===== src/rtl/data_mem_lsu.sv =====
// rtl/data_mem_lsu.sv - byte/half/word load-store initiator for the word-only data memory
module data_mem_lsu #(
  parameter int unsigned RD_LAT     = 1,
  parameter logic [31:0] ADDR_LIMIT = 32'h0001_0000
) (
  input  logic        clk,
  input  logic        reset,
  input  logic        req_valid,
  output logic        req_ready,
  input  logic        req_we,
  input  logic [1:0]  req_size,
  input  logic        req_unsigned,
  input  logic [31:0] req_addr,
  input  logic [31:0] req_wdata,
  output logic        rsp_valid,
  output logic [31:0] rsp_rdata,
  output logic        rsp_fault,
  output logic [31:0] mem_addr,
  output logic [31:0] mem_writeData,
  output logic        mem_MemWrite,
  output logic        mem_MemRead,
  input  logic [31:0] mem_readData
);

  localparam int CW = (RD_LAT < 1) ? 1 : $clog2(RD_LAT + 1);

  typedef enum logic [1:0] {IDLE, RD, WR, RESP} state_t;

  state_t        state, nextState;
  logic [CW-1:0] cnt;
  logic          opWe, opUns, opFault;
  logic [1:0]    opSize, opOff;
  logic [31:0]   opWdata;

  logic          accept, reqFault;
  logic [4:0]    laneShift;
  logic [31:0]   laneMask, mergedWord, laneWord, loadData;

  assign accept   = req_valid & req_ready;
  assign reqFault = (req_size == 2'b11) ||
                    (req_size == 2'b01 && req_addr[0]) ||
                    (req_size == 2'b10 && req_addr[1:0] != 2'b00) ||
                    (req_addr >= ADDR_LIMIT);

  always_ff @(posedge clk) begin
    if (reset) state <= IDLE;
    else       state <= nextState;
  end

  always_comb begin
    nextState    = state;
    req_ready    = 1'b0;
    mem_MemRead  = 1'b0;
    mem_MemWrite = 1'b0;
    rsp_valid    = 1'b0;
    rsp_fault    = 1'b0;
    case (state)
      IDLE: begin
        req_ready = ~reset;
        if (accept) begin
          if (reqFault)               nextState = RESP;
          else if (!req_we)           nextState = RD;
          else if (req_size == 2'b10) nextState = WR;
          else                        nextState = RD;
        end
      end
      RD: begin
        mem_MemRead = 1'b1;
        if (cnt == '0) nextState = opWe ? WR : RESP;
      end
      WR: begin
        mem_MemWrite = 1'b1;
        nextState    = RESP;
      end
      RESP: begin
        rsp_valid = 1'b1;
        rsp_fault = opFault;
        nextState = IDLE;
      end
      default: nextState = IDLE;
    endcase
  end

  // Big-endian lanes: byte offset 0 and half offset 0 sit in the top bits.
  always_comb begin
    laneShift = 5'd0;
    laneMask  = 32'hFFFF_FFFF;
    if (opSize == 2'b00) begin
      laneShift = {~opOff, 3'b000};
      laneMask  = 32'h0000_00FF << laneShift;
    end else if (opSize == 2'b01) begin
      laneShift = {~opOff[1], 4'b0000};
      laneMask  = 32'h0000_FFFF << laneShift;
    end
    mergedWord = (mem_readData & ~laneMask) | ((opWdata << laneShift) & laneMask);
    laneWord   = mem_readData >> laneShift;
    case (opSize)
      2'b00:   loadData = opUns ? {24'b0, laneWord[7:0]}  : {{24{laneWord[7]}}, laneWord[7:0]};
      2'b01:   loadData = opUns ? {16'b0, laneWord[15:0]} : {{16{laneWord[15]}}, laneWord[15:0]};
      default: loadData = mem_readData;
    endcase
  end

  always_ff @(posedge clk) begin
    if (reset) begin
      cnt           <= '0;
      opWe          <= 1'b0;
      opUns         <= 1'b0;
      opFault       <= 1'b0;
      opSize        <= 2'b00;
      opOff         <= 2'b00;
      opWdata       <= 32'b0;
      mem_addr      <= 32'b0;
      mem_writeData <= 32'b0;
      rsp_rdata     <= 32'b0;
    end else if (accept) begin
      cnt           <= CW'(RD_LAT);
      opWe          <= req_we;
      opUns         <= req_unsigned;
      opFault       <= reqFault;
      opSize        <= req_size;
      opOff         <= req_addr[1:0];
      opWdata       <= req_wdata;
      mem_addr      <= {16'b0, req_addr[15:2], 2'b00};
      mem_writeData <= (req_we && req_size == 2'b10 && !reqFault) ? req_wdata : 32'b0;
      rsp_rdata     <= 32'b0;
    end else if (state == RD) begin
      // The memory word is sampled only on the edge that ends the last RD cycle.
      if (cnt != '0)  cnt           <= cnt - CW'(1);
      else if (opWe)  mem_writeData <= mergedWord;
      else            rsp_rdata     <= loadData;
    end
  end

endmodule


===== config.mk =====
export PLATFORM = sky130hd
export DESIGN_NAME = data_mem_lsu
export DESIGN_NICKNAME = d
export VERILOG_FILES = /design/src/rtl/data_mem_lsu.sv
export SDC_FILE = /design/constraint.sdc
export NUM_CORES = 1
export LEC_CHECK = 0
export CELL_PAD_IN_SITES_DETAIL_PLACEMENT = 1
export CELL_PAD_IN_SITES_GLOBAL_PLACEMENT = 1
export CORE_UTILIZATION = 32
export CTS_CLUSTER_SIZE = 40
export DETAILED_ROUTE_END_ITERATION = 8
export PLACE_DENSITY = 0.78
export SETUP_SLACK_MARGIN = 0.3
export SYNTH_ARGS = -nofsm -noshare
export SYNTH_HDL_FRONTEND = slang
export SYNTH_SLANG_ARGS = --single-unit

===== constraint.sdc =====
create_clock -name clk -period 2.4 [get_ports clk]
set_clock_uncertainty 0.2 [all_clocks]
set_input_delay 0.48 -clock clk [delete_from_list [all_inputs] [get_ports clk]]
set_output_delay 0.48 -clock clk [all_outputs]
set_load 0.005 [all_outputs]

* Yosys cells after proc, flatten, opt, wreduce, memory -nomap -nowiden
Cells that the tools add are included.
** Word-level totals
- Register bits :: 120
- Input port bits :: 103
- Output and inout port bits :: 101
- Word-level logic and storage cells :: 81
** Operators by class
- Add/subtract/negate cells :: 1
- $lt $le $gt $ge :: 1
- Equal/unequal tests :: 10
- Shift operators :: 4
- Multiplexer cells :: 27
- Bitwise logic cells :: 10
- Reduce and logical (&&, ||, !) cells :: 17
** Operator list (count)
- $mux 32 :: 9
- $and 32x32->32 :: 2
- $pmux 32 s2 :: 1
- $ge 32x17->1 const B :: 1
- $not 32->32 :: 1
- $or 32x32->32 :: 1
- $shl 16x5->32 const A :: 1
- $shl 32x5->32 :: 1
- $shl 8x5->32 const A :: 1
- $shr 32x5->16 :: 1
- $mux 2 :: 5
- $mux 5 :: 2
- $mux 1 :: 9
- $eq 2x2->1 const B :: 4
- $pmux 2 s4 :: 1
- $eq 2x1->1 const B :: 3
- $reduce_and 3->1 :: 2
- $reduce_bool 2->1 :: 3
- $logic_and 1x1->1 :: 4
- $logic_not 2->1 :: 2
- $ne 2x2->1 const B :: 2
- $not 1->1 :: 4
- $logic_or 1x1->1 :: 3
- $ne 2x1->1 const B :: 1
- other kinds (6) :: 6

* Logic depth before layout (Yosys ltp)
- Depth after elaboration :: 11
- Mapped depth :: 8
- Depth with buffers taken out :: 7

* Worst setup path after synthesis
No wires, ideal clock.
- Path kind :: register -> register
- Start point :: reg state[1]
- End point :: reg rsp_rdata[10]
- Arrival time :: 1.866 ns
- Setup slack :: 0.185 ns
- Stages on the path, launching flop included :: 8
- Period minus slack after synthesis :: 2.215 ns
- Cell sequence :: dfxtp_1 -> inv_1 -> ha_1 -> or3b_2 -> clkbuf_1 -> clkbuf_1 -> a221oi_1 -> a221oi_1
** Between the ends
- Cells in the longest elaborated chain, start to end :: 4
- Elaborated cells between the ends (all ways) :: 6
- Those cells by class :: eq/ne: 1; mux: 1; bitwise: 1; reduce/logical: 3
** Ends and longest elaborated chain
- start, declared :: line 29 : state_t state, nextState;
- start signal, assigned :: line 47 : else state <= nextState;
- $logic_not 2->1 :: line 57 : case (state)
- $mux 1 :: line 57
- $and 1x1->1 :: line 39 : assign accept = req_valid & req_ready;
- $reduce_or 2->1 (no line)
- end signal, assigned :: line 131 : else rsp_rdata <= loadData;
- end, declared :: line 16 : output logic [31:0] rsp_rdata,
Several ways; a longest one is shown, not always the timed one.
A chain may end at the register's enable or synchronous reset.

* Final worst setup path
- Start point :: reg opSize[0]
- End point :: reg rsp_rdata[18]
** Between the ends
- Cells in the longest elaborated chain, start to end :: 6
- Elaborated cells between the ends (all ways) :: 8
- Those cells by class :: eq/ne: 1; shift: 1; mux: 5; reduce/logical: 1
** Ends and longest elaborated chain
- start, declared :: line 32 : logic [1:0] opSize, opOff;
- start signal, assigned :: line 121 : opSize <= req_size;
- $eq 2x1->1 :: line 91, 97
- $mux 5 :: line 91 : end else if (opSize == 2'b01) begin
- $mux 5 :: line 88 : if (opSize == 2'b00) begin
- $shr 32x5->16 :: line 96 : laneWord = mem_readData >> laneShift;
- $mux 32 (on tied branches) :: line 99, 98
- $pmux 32 s2 * :: line 97 : case (opSize)
Mark *: on every way between the ends. The rest lies on a longest branch, timed or not.

==> metrics.yaml <==
synth:
  synth_top_area_share_pct: 41.88
  yosys-top-cells-count: "120 x dfxtp_1, 97 x nand2_1, 56 x o21ai_0, 55 x nor2_1, 51 x clkbuf_1"
  syn-cell-area_um2: 5736
  synth_area_leaders: "dfxtp_1 42%, a22o_1 6.9%, nand2_1 6.3%"
  yosys.area.top_type: "dfxtp_1"
  synth_most_common_cell: "dfxtp_1"
  ys_ff_latch: 120
  avgSynthCellArea_um2: 8.194
  netlist_instances: 700
  yosys.cell_types.count: 47
  seq_area_frac_synth_pct: 41.88
  synthArstFlopShare_pct: 0
  synthFlopType: "dfxtp_1"
  ys_warn_count: 0
  synth_edf_count: 0
clocking:
  clk_pin_slew_worst_paths_ns: 0.05
  clock_sinks: 120
  root_buffer: "clkbuf_16"
  clkLatencyLatePin_ns: 0.42
  htree_levels: 4
  clk_path_buf_depth: 2
  numCtsBuffers: 17
  cts_tree: "yes"
  ctsHoldBuffers: 0
critical_path:
  criticalPathCategory: "reg -> reg"
  cpPeakStageDelay_ns: 0.54
  r2r_end: "rsp_rdata[18]"
  cp-endpoint: "rsp_rdata[18]"
  reg2reg_from: "opSize[0]"
  crit_path_start: "opSize[0]"
  path_delay_family: "simple AND/OR/NAND/NOR gates"
  path_buf_inv: 2
  rr_worst_depth: 7
  critPathMaxFanout: 16
  path_depth: 7
  regToRegSetupSlack_ns: 0.33
  slowest_stage: "or4b_4"
  path_cells: "or4b_4 > nor2_4 > nor4_1 > buf_4 > a211oi_4 > buf_12 > a21oi_1"
  cp-start-kind: "register"
  arrival_ns: 2.17
  cp.required_ns: 2.50
  crit_path_end_kind: "register"
placed_design:
  place_congestion: 0.8764
  portBuffers: 185
  dp_hpwl_um: 16280
  place_area_um2: 8089
  post-place-ws_ns: -0.2028
timing:
  setup_viol: 0
  grt_setup_unrepaired: "yes"
  final_max_slew_viol_count: 0
  setup_ws_ns: 0.3267
  finalSetupTns_ns: 0
  timing.fmax_mhz: 482.3
  post-route-period-util_pct: 86.39
  final-hold-violation-count: 0
  period_needed_ns: 2.073
finish:
  area_growth_pct: 55.93
  fill_cells: 2005
  multi_input_area_um2: 3137
  design_area_um2: 8944
  final_net_count: 1020
  antenna_cells: 0
  drive_gt1_share_pct: 15.17
  regArea_um2: 2412
global_routing:
  grt.busiest_layer: "met2"
  use_met3_pct: 6.898
  grt_pass1_vias: 6246
  grt-ovfl-total: 0
  antenna_found_initial: 0
  globalRouteMet2Util_pct: 38.12
  grt_util_met1_pct: 34.20
  grt_first_pass_wirelength_um: 35090
  track_usage_pct: 25.07
  grt_max_degree: 68
min_path:
  hold_class: "reg -> reg"
floorplanning:
  fp.dieArea_um2: 18460
  rows: 48
  die_w_um: 135.9
  initial_core_util_pct: 32.93
  coreArea_um2: 17420
  num_io_pins: 204
  die_h_um: 135.9
pwr:
  p_leak_nw: 3.402
  p_int_mw: 5.909
  switching_share_pct: 34.25
  combPwrFrac_pct: 39.0
  irDropWorstVdd_mv: 0.5801
  powerDensity_nw_per_um2: 1005
  power.clock.fraction_pct: 29.6
  power.switching_mw: 3.078
  seq_power_share_pct: 31.4
detailed_routing:
  drc: 0
  drtPass1Iterations: 5
  viasPerCell: 5.600
  routed_wl_um: 23330
  wl_per_cell_um: 20.32
  vias: 6429
  drt-initial-drc-count: 511
  ant_nets: 0
run:
  drv_cap: 0
status:
  status: "finished clean"
stage by stage:
step	utilization (%)	power, mW	cells	hold WS (ns)
after floorplan	-	4.451	717	0.2437
after global placement	46.44	6.015	1105	0.2466
after detailed placement	46.44	6.084	1105	0.2627
after CTS	50.43	8.878	1142	0.2804
after global routing	51.35	9.462	1148	0.3018
final	51.35	8.986	1148	0.2738
metal layers:
| metal | share of wire (%) | routed length, um | up-vias |
|---|---|---|---|
| met5 | 0 | 0 | - |
| met1 | 44 | 10150 | 3135 |
| met3 | 10 | 2348 | 24 |
| met2 | 45 | 10420 | 313 |
| li1 | - | - | 2957 |
| met4 | 1.8 | 410 | 0 |
layout by cell type (no fill, tap or decap), types with 3 or more instances in the layout:
cell type	Yosys	routed
conb_1	1	18
mux2_2	5	5
nand2_1	97	94
buf_6	1	4
buf_4	18	58
a21oi_2	1	3
or3_1	5	5
buf_12	0	6
a221oi_2	0	7
a21o_1	8	8
a31oi_1	11	11
nor4_1	11	9
a22o_1	45	45
o211ai_1	12	12
a221oi_1	17	10
clkinv_2	0	5
mux2i_1	6	6
dlygate4sd2_1	0	4
a311oi_1	20	19
nand3b_1	4	4
nand2_2	0	3
inv_1	9	7
dfxtp_1	120	116
o21ai_0	56	55
bufinv_16	0	4
nor2_1	55	54
nor3_1	10	10
nand3_1	45	45
a22oi_1	3	3
clkdlybuf4s50_1	0	180
a211oi_1	5	5
nand2b_1	4	4
clkbuf_16	0	18
a21oi_1	40	37
o221ai_1	7	7
timing repair:
item                       CTS  global route
gates resized for setup     21            24
pin swaps                    3            13
gates cloned                 0             1
setup endpoints to repair   55            54
buffers inserted             7             5
flip-flops by register name, summed over array words and instances, names as in the netlist, 2 cells and up:
register	count
rsp_rdata	32
opOff	2
state	2
opSize	2
opWdata	32
mem_writeData	32
mem_addr	14
worst min-delay path by stage:
stage,start,to,depth (start not counted)
after detailed placement,mem_addr[2],mem_addr[2],1
final,mem_addr[11],mem_addr[11],1
after global routing,mem_addr[10],mem_addr[10],1
after global placement,rsp_rdata[0],rsp_rdata[0],2
after CTS,mem_addr[2],mem_addr[2],1
after floorplan,opWdata[20],opWdata[20],1
power by group through the flow:
stage	sequential, mW	combinational [mW]	clock [mW]
2_1_floorplan	2.76	1.69	0
3_3_place_gp	2.82	3.20	0
3_5_place_dp	2.83	3.25	0
4_1_cts	2.81	3.37	2.70
5_1_grt	2.87	3.80	2.79
6_report	2.82	3.51	2.66
kinds of logic (layout without fill, tap and decap cells):
group / count (synthesis) / count (layout) / synth area share [%]
AOI/OAI and AO/OA: 231 / 231 / 28.38
adders and majority gates: 5 / 5 / 1.091
buffers and inverters: 87 / 293 / 7.155
DFF: 120 / 120 / 41.88
muxes: 11 / 11 / 2.029
other: 1 / 18 / 0.06538
and+or+nand+nor: 245 / 245 / 19.39
final cells by class:
| class | count | area share (%) |
|---|---|---|
| multi-input combinational | 510 | 35.07 |
| timing repair buffer | 254 | 27.67 |
| sequential | 120 | 26.97 |
| clock buffer | 20 | 4.994 |
| tap | 225 | 3.148 |
| clock inverter | 10 | 1.707 |
| inverter | 9 | 0.4337 |
(Power assumes the default switching activity.)
